$ cat src/rtl/gray2binary_thresh_ctrl.sv
// gray2binary_thresh_ctrl
// Adaptive threshold controller for the gray-to-binary stage. It measures the
// mean luminance of each frame and presents it as the binariser threshold for
// the next frame. The threshold is only rewritten between frames.
// Optional feature: define THRESH_IIR_EN to average each new clamped mean
// with the previous threshold, which gives first-order smoothing across frames.
`timescale 1ns/1ps
module gray2binary_thresh_ctrl #(
  parameter logic [9:0] INIT_TH = 10'd500,
  parameter logic [9:0] MIN_TH  = 10'd64,
  parameter logic [9:0] MAX_TH  = 10'd960,
  parameter int         CNT_W   = 22
) (
  input  logic       iCLK,
  input  logic       iRST,
  input  logic       iFVAL,
  input  logic       iDVAL,
  input  logic [9:0] iDATA,
  input  logic       iMANUAL,
  input  logic [9:0] iMAN_TH,
  output logic [9:0] oTHRESH,
  output logic       oTH_UPD,
  output logic       oBUSY
);

  localparam int SUM_W = CNT_W + 10;
  localparam int DCW   = $clog2(SUM_W + 1);
  localparam logic [CNT_W-1:0] CNT_MAX  = {CNT_W{1'b1}};
  localparam logic [DCW-1:0]   DIV_LAST = DCW'(SUM_W - 1);

  typedef enum logic [1:0] {
    S_IDLE   = 2'd0,
    S_ACCUM  = 2'd1,
    S_DIVIDE = 2'd2,
    S_UPDATE = 2'd3
  } state_e;

  state_e           state_q;
  logic             fval_q;
  // Holds the pixel sum while accumulating; during the divide it is the
  // dividend shifting out MSB-first with quotient bits shifting in at the LSB.
  logic [SUM_W-1:0] sum_q;
  logic [CNT_W-1:0] count_q;
  logic [CNT_W-1:0] rem_q;
  logic [DCW-1:0]   div_cnt_q;
  logic [9:0]       thresh_q;
  logic             upd_q;
  logic             busy_q;

  logic             fval_rise_d;
  logic             fval_fall_d;
  logic [CNT_W:0]   rem_shift_d;
  logic             div_ge_d;
  logic [CNT_W-1:0] rem_d;
  logic [9:0]       quot_d;
  logic [9:0]       clamp_d;
  logic [9:0]       th_new_d;

  // Frame edge detection, one restoring-divide step, and threshold calculation.
  always_comb begin
    fval_rise_d = iFVAL & ~fval_q;
    fval_fall_d = ~iFVAL & fval_q;

    rem_shift_d = {rem_q, sum_q[SUM_W-1]};
    div_ge_d    = (rem_shift_d >= {1'b0, count_q});
    if (div_ge_d) begin
      rem_d = CNT_W'(rem_shift_d - {1'b0, count_q});
    end else begin
      rem_d = rem_shift_d[CNT_W-1:0];
    end

    if (|sum_q[SUM_W-1:10]) begin
      quot_d = 10'h3FF;
    end else begin
      quot_d = sum_q[9:0];
    end

    if (quot_d < MIN_TH) begin
      clamp_d = MIN_TH;
    end else if (quot_d > MAX_TH) begin
      clamp_d = MAX_TH;
    end else begin
      clamp_d = quot_d;
    end

`ifdef THRESH_IIR_EN
    th_new_d = 10'(({1'b0, thresh_q} + {1'b0, clamp_d} + 11'd1) >> 1);
`else
    th_new_d = clamp_d;
`endif
  end

  // Measurement FSM with registered threshold, update pulse and busy flag.
  always_ff @(posedge iCLK or negedge iRST) begin
    if (!iRST) begin
      state_q   <= S_IDLE;
      fval_q    <= 1'b0;
      sum_q     <= '0;
      count_q   <= '0;
      rem_q     <= '0;
      div_cnt_q <= '0;
      thresh_q  <= INIT_TH;
      upd_q     <= 1'b0;
      busy_q    <= 1'b0;
    end else begin
      fval_q <= iFVAL;
      upd_q  <= 1'b0;
      // A manual override follows iMAN_TH every cycle; measurement keeps running.
      if (iMANUAL) begin
        thresh_q <= iMAN_TH;
      end
      case (state_q)
        S_IDLE: begin
          if (fval_rise_d) begin
            // The pixel on the rising-edge cycle belongs to the frame.
            sum_q   <= iDVAL ? SUM_W'(iDATA) : '0;
            count_q <= iDVAL ? CNT_W'(1) : '0;
            state_q <= S_ACCUM;
            busy_q  <= 1'b1;
          end
        end
        S_ACCUM: begin
          if (fval_fall_d) begin
            if (count_q == '0) begin
              state_q <= S_IDLE;
              busy_q  <= 1'b0;
            end else begin
              rem_q     <= '0;
              div_cnt_q <= '0;
              state_q   <= S_DIVIDE;
            end
          end else if (iFVAL && iDVAL && (count_q != CNT_MAX)) begin
            // Sum freezes together with a saturated count so the mean stays sane.
            sum_q   <= sum_q + SUM_W'(iDATA);
            count_q <= count_q + CNT_W'(1);
          end
        end
        S_DIVIDE: begin
          sum_q     <= {sum_q[SUM_W-2:0], div_ge_d};
          rem_q     <= rem_d;
          div_cnt_q <= div_cnt_q + DCW'(1);
          if (div_cnt_q == DIV_LAST) begin
            state_q <= S_UPDATE;
          end
        end
        S_UPDATE: begin
          if (!iMANUAL) begin
            thresh_q <= th_new_d;
            upd_q    <= 1'b1;
          end
          state_q <= S_IDLE;
          busy_q  <= 1'b0;
        end
        default: begin
          state_q <= S_IDLE;
          busy_q  <= 1'b0;
        end
      endcase
    end
  end

  assign oTHRESH = thresh_q;
  assign oTH_UPD = upd_q;
  assign oBUSY   = busy_q;

endmodule
$ cat config.mk
export PLATFORM = sky130hd
export DESIGN_NAME = gray2binary_thresh_ctrl
export DESIGN_NICKNAME = d
export VERILOG_FILES = /design/src/rtl/gray2binary_thresh_ctrl.sv
export SDC_FILE = /design/constraint.sdc
export NUM_CORES = 1
export LEC_CHECK = 0
export CORE_ASPECT_RATIO = 1.2
export CORE_UTILIZATION = 40
export CTS_CLUSTER_DIAMETER = 200
export DETAILED_ROUTE_END_ITERATION = 6
export PLACE_DENSITY = 0.58
export SYNTH_ARGS = -nofsm -noshare
export SYNTH_HDL_FRONTEND = slang
export SYNTH_SLANG_ARGS = --single-unit
$ cat constraint.sdc
create_clock -name iCLK -period 2.4 [get_ports iCLK]
set_input_delay 0.72 -clock iCLK [delete_from_list [all_inputs] [get_ports iCLK]]
set_output_delay 0.72 -clock iCLK [all_outputs]
set_load 0.02 [all_outputs]
==> results.cfg <==
[global_route]
grt_overflow_total = 0
grt_pass1_vias = 7424
grt_first_pass_wirelength_um = 36930
grtUsageTotal = 0.2584
grt_start_max_net_pins = 57
antenna_found_initial = 0

[synth]
syn_area_per_cell_um2 = 8.371
ys_top_cells_by_count = dfrtp_1 (91), nand2_1 (88), nor2_1 (67), o21ai_0 (55), inv_1 (54)
ys_async_sr_fraction = 1.000
syn_inst = 855
syn_nets = 923
ys_ff_latch = 97
seq_area_frac_synth = 0.3402
ys.flop_type = dfrtp_1
synth_top_cell_by_area = dfrtp_1
synth_top_area_share = 0.3182
netlist_area_mm2 = 0.007157
synth.most_common_cell = dfrtp_1
synth_edf_count = 0
ys_top_cells_by_area = dfrtp_1 (32%), ha_1 (7.2%), nand2_1 (4.6%), o21ai_0 (3.8%), nand3_1 (3.6%)
yosysWarnings = 0
netlist-cell-type-count = 76

[pwr]
total_power_mw = 13.92
max-vdd-ir-drop_mv = 0.7635
leakagePower_nw = 4.615
pwr_density_cell_mw_per_mm2 = 1326

[critical_path]
crit_path_max_fanout = 4
setup.worst_path.class = reg2reg
worst_ep_required_time_ns = 2.67
crit_end = sum_q[0]$_DFFE_PN0P_
start_kind = register
reg2regPathDepth = 8
r2r-end = sum_q[0]$_DFFE_PN0P_
critPathCaptureType = register
arrival_ns = 2.95
r2r-start = rem_q[4]$_DFFE_PN0P_
crit_path_start = rem_q[4]$_DFFE_PN0P_
reg2reg_slack_ns = -0.28

[routing]
routed_via_density = 5.745
num_vias = 7584
first_pass_iters = 5
ant_nets = 0
drtIter0Drc = 430
drc_errors = 0
avgRoutedWirePerCell_um = 18.04
drt_wl_total_um = 23810

[cells_and_area]
area_delta_synth_final_pct = 46.66
final_area_mm2 = 0.01050
multi_input_area_mm2 = 0.005035
nNetsFinal = 1163
seqCellArea_mm2 = 0.002436
insertedDiodeCount = 0
drive_above_1_share = 0.3336
fillCellCount = 1575
fin_cells = 1320

[status]
violations = negative setup slack
status = finished with violations

[timing]
slew_headroom = 0.6516
final-hold-violation-count = 0
finalCritPeriodShare = 1.119
setup_slack_ns = -0.2846
maxSlewViolCount = 0
rsz0062_at_grt = yes
clock_skew_ns = 0.01727
fin_tns_setup_ns = -5.068
worst_pin_slew_ns = 0.5214
fmax_ghz = 0.3725
fin_crit_ns = 2.685
setup_viol = 24
holdWs_ns = 0.1767

[floorplanning]
fp.dieW_um = 124.1
chipHeight_um = 148.5
initial_core_util = 0.4088
num_rows = 53
die_area_mm2 = 0.01843
ios = 37
fp.coreArea_mm2 = 0.01751

[clock_network]
root_buffer = clkbuf_16
cts_tree = yes
cts_buffers = 9
clock_path_buffers = 2
clkLatencyLatePin_ns = 0.37
clkTransAtPathRegs_ns = 0.08
cts.sinks = 97
htree_num_levels = 3

[placed_design]
dp_hpwl_um = 17190
dp.cells = 1285
portBuffers = 36
gp_congestion = 0.9064
placed_area_mm2 = 0.009394

[worst_hold_path]
hold_path_class = in2async

[job]
cap_viol_max_count = 0
[final cells by class]
cell class | instances | area share
well taps | 220 | 0.02622
repair buffers | 267 | 0.2133
inverters | 54 | 0.01931
multi-input cells | 666 | 0.4797
clock buffers | 9 | 0.02146
clock inverters | 7 | 0.007987
flip-flops and latches | 97 | 0.2321
[placed cells by master (no fill, tap or decap), types with 6 or more instances in the layout]
cell             instances
nand3_4                  6
ha_1                    29
clkdlybuf4s50_1         25
nand3_2                 12
buf_12                   9
o21ai_0                 45
a21o_1                  10
a22oi_1                  9
dfrtp_1                 90
and2_1                   6
a32oi_1                 12
o311ai_1                 6
nand2_1                 84
inv_1                   50
o22ai_1                 12
clkbuf_16               11
ha_4                    12
and4_1                   6
and3_1                  14
dfstp_2                  6
nor3_1                  13
a21oi_1                 39
xnor2_1                 23
buf_4                  217
nand4_1                 19
o31ai_1                  8
nand2b_1                 9
a31oi_1                  8
nor4_1                  15
xor2_1                  14
o21ai_1                  9
nand3_1                 33
nor2_1                  64
or3_1                    7
[report_power, final]
group	leakage [nW]	switching, mW	internal (mW)	total, mW
Sequential	1.26	0.317	2.05	2.37
Clock	0.149	0.742	0.830	1.57
Combinational	3.20	5.28	4.70	9.98
[routing by layer]
layer | GRT usage | share of wire
met2 | 0.4655 | 0.52
met5 | 0 | 0
met4 | 0.1149 | 0.039
met1 | 0.3027 | 0.42
met3 | 0.02761 | 0.029
[per-stage QoR]
step / util / worst slack [ns]
final: 0.5996 / -0.2846
after global routing: 0.5996 / -0.3427
after CTS: 0.5746 / -0.2298
after detailed placement: 0.5366 / -0.9205
after global placement: 0.5366 / -0.8860
after floorplan: - / -0.1561
[worst max-delay path, stage by stage, from the launching register on]
cell and delay, ns:
dfrtp_1 0.41, ha_4 0.27, and2_4 0.16, a221o_2 0.39, a2111oi_4 0.48, o21ai_2 0.14, buf_4 0.17, a31o_4 0.25
a221o_1 0.31
[how the worst min path moves through the flow]
stage,start,endpoint
6_report,iRST,oBUSY$_DFFE_PN0P_
3_5_place_dp,oTHRESH[1]$_DFF_PN0_,oTHRESH[1]$_DFF_PN0_
3_3_place_gp,oTHRESH[0]$_DFF_PN0_,oTHRESH[0]$_DFF_PN0_
2_1_floorplan,iRST,asynchronous set/reset pin
4_1_cts,iRST,oTHRESH[0]$_DFF_PN0_
5_1_grt,iRST,oTHRESH[0]$_DFF_PN0_
[cell families after synthesis]
| logic type | share of synthesized area |
|---|---|
| multiplexers | 0.004545 |
| buffers and inverters | 0.05262 |
| adder cells (fa/ha/maj) | 0.07727 |
| AO/OA/AOI/OAI | 0.2495 |
| flip-flops | 0.3402 |
| AND/OR/NAND/NOR | 0.2294 |
| XOR/XNOR | 0.04650 |
[state kept, by name, summed over array words and instances (netlist names), named ones only]
| register | cells |
|---|---|
| count_q | 22 |
| div_cnt_q | 6 |
| fval_q | 1 |
| oBUSY | 1 |
| oTHRESH | 10 |
| oTH_UPD | 1 |
| rem_q | 22 |
| state_q | 1 |
| sum_q | 32 |
[what timing repair did]
action	4_1_cts	5_1_grt
gates cloned	1	2
gates resized for setup	72	85
pin swaps	28	48
buffers inserted	14	5
setup endpoints to repair	51	53
hold buffers	0	0
No activity file was read; power rests on OpenSTA's default activity.
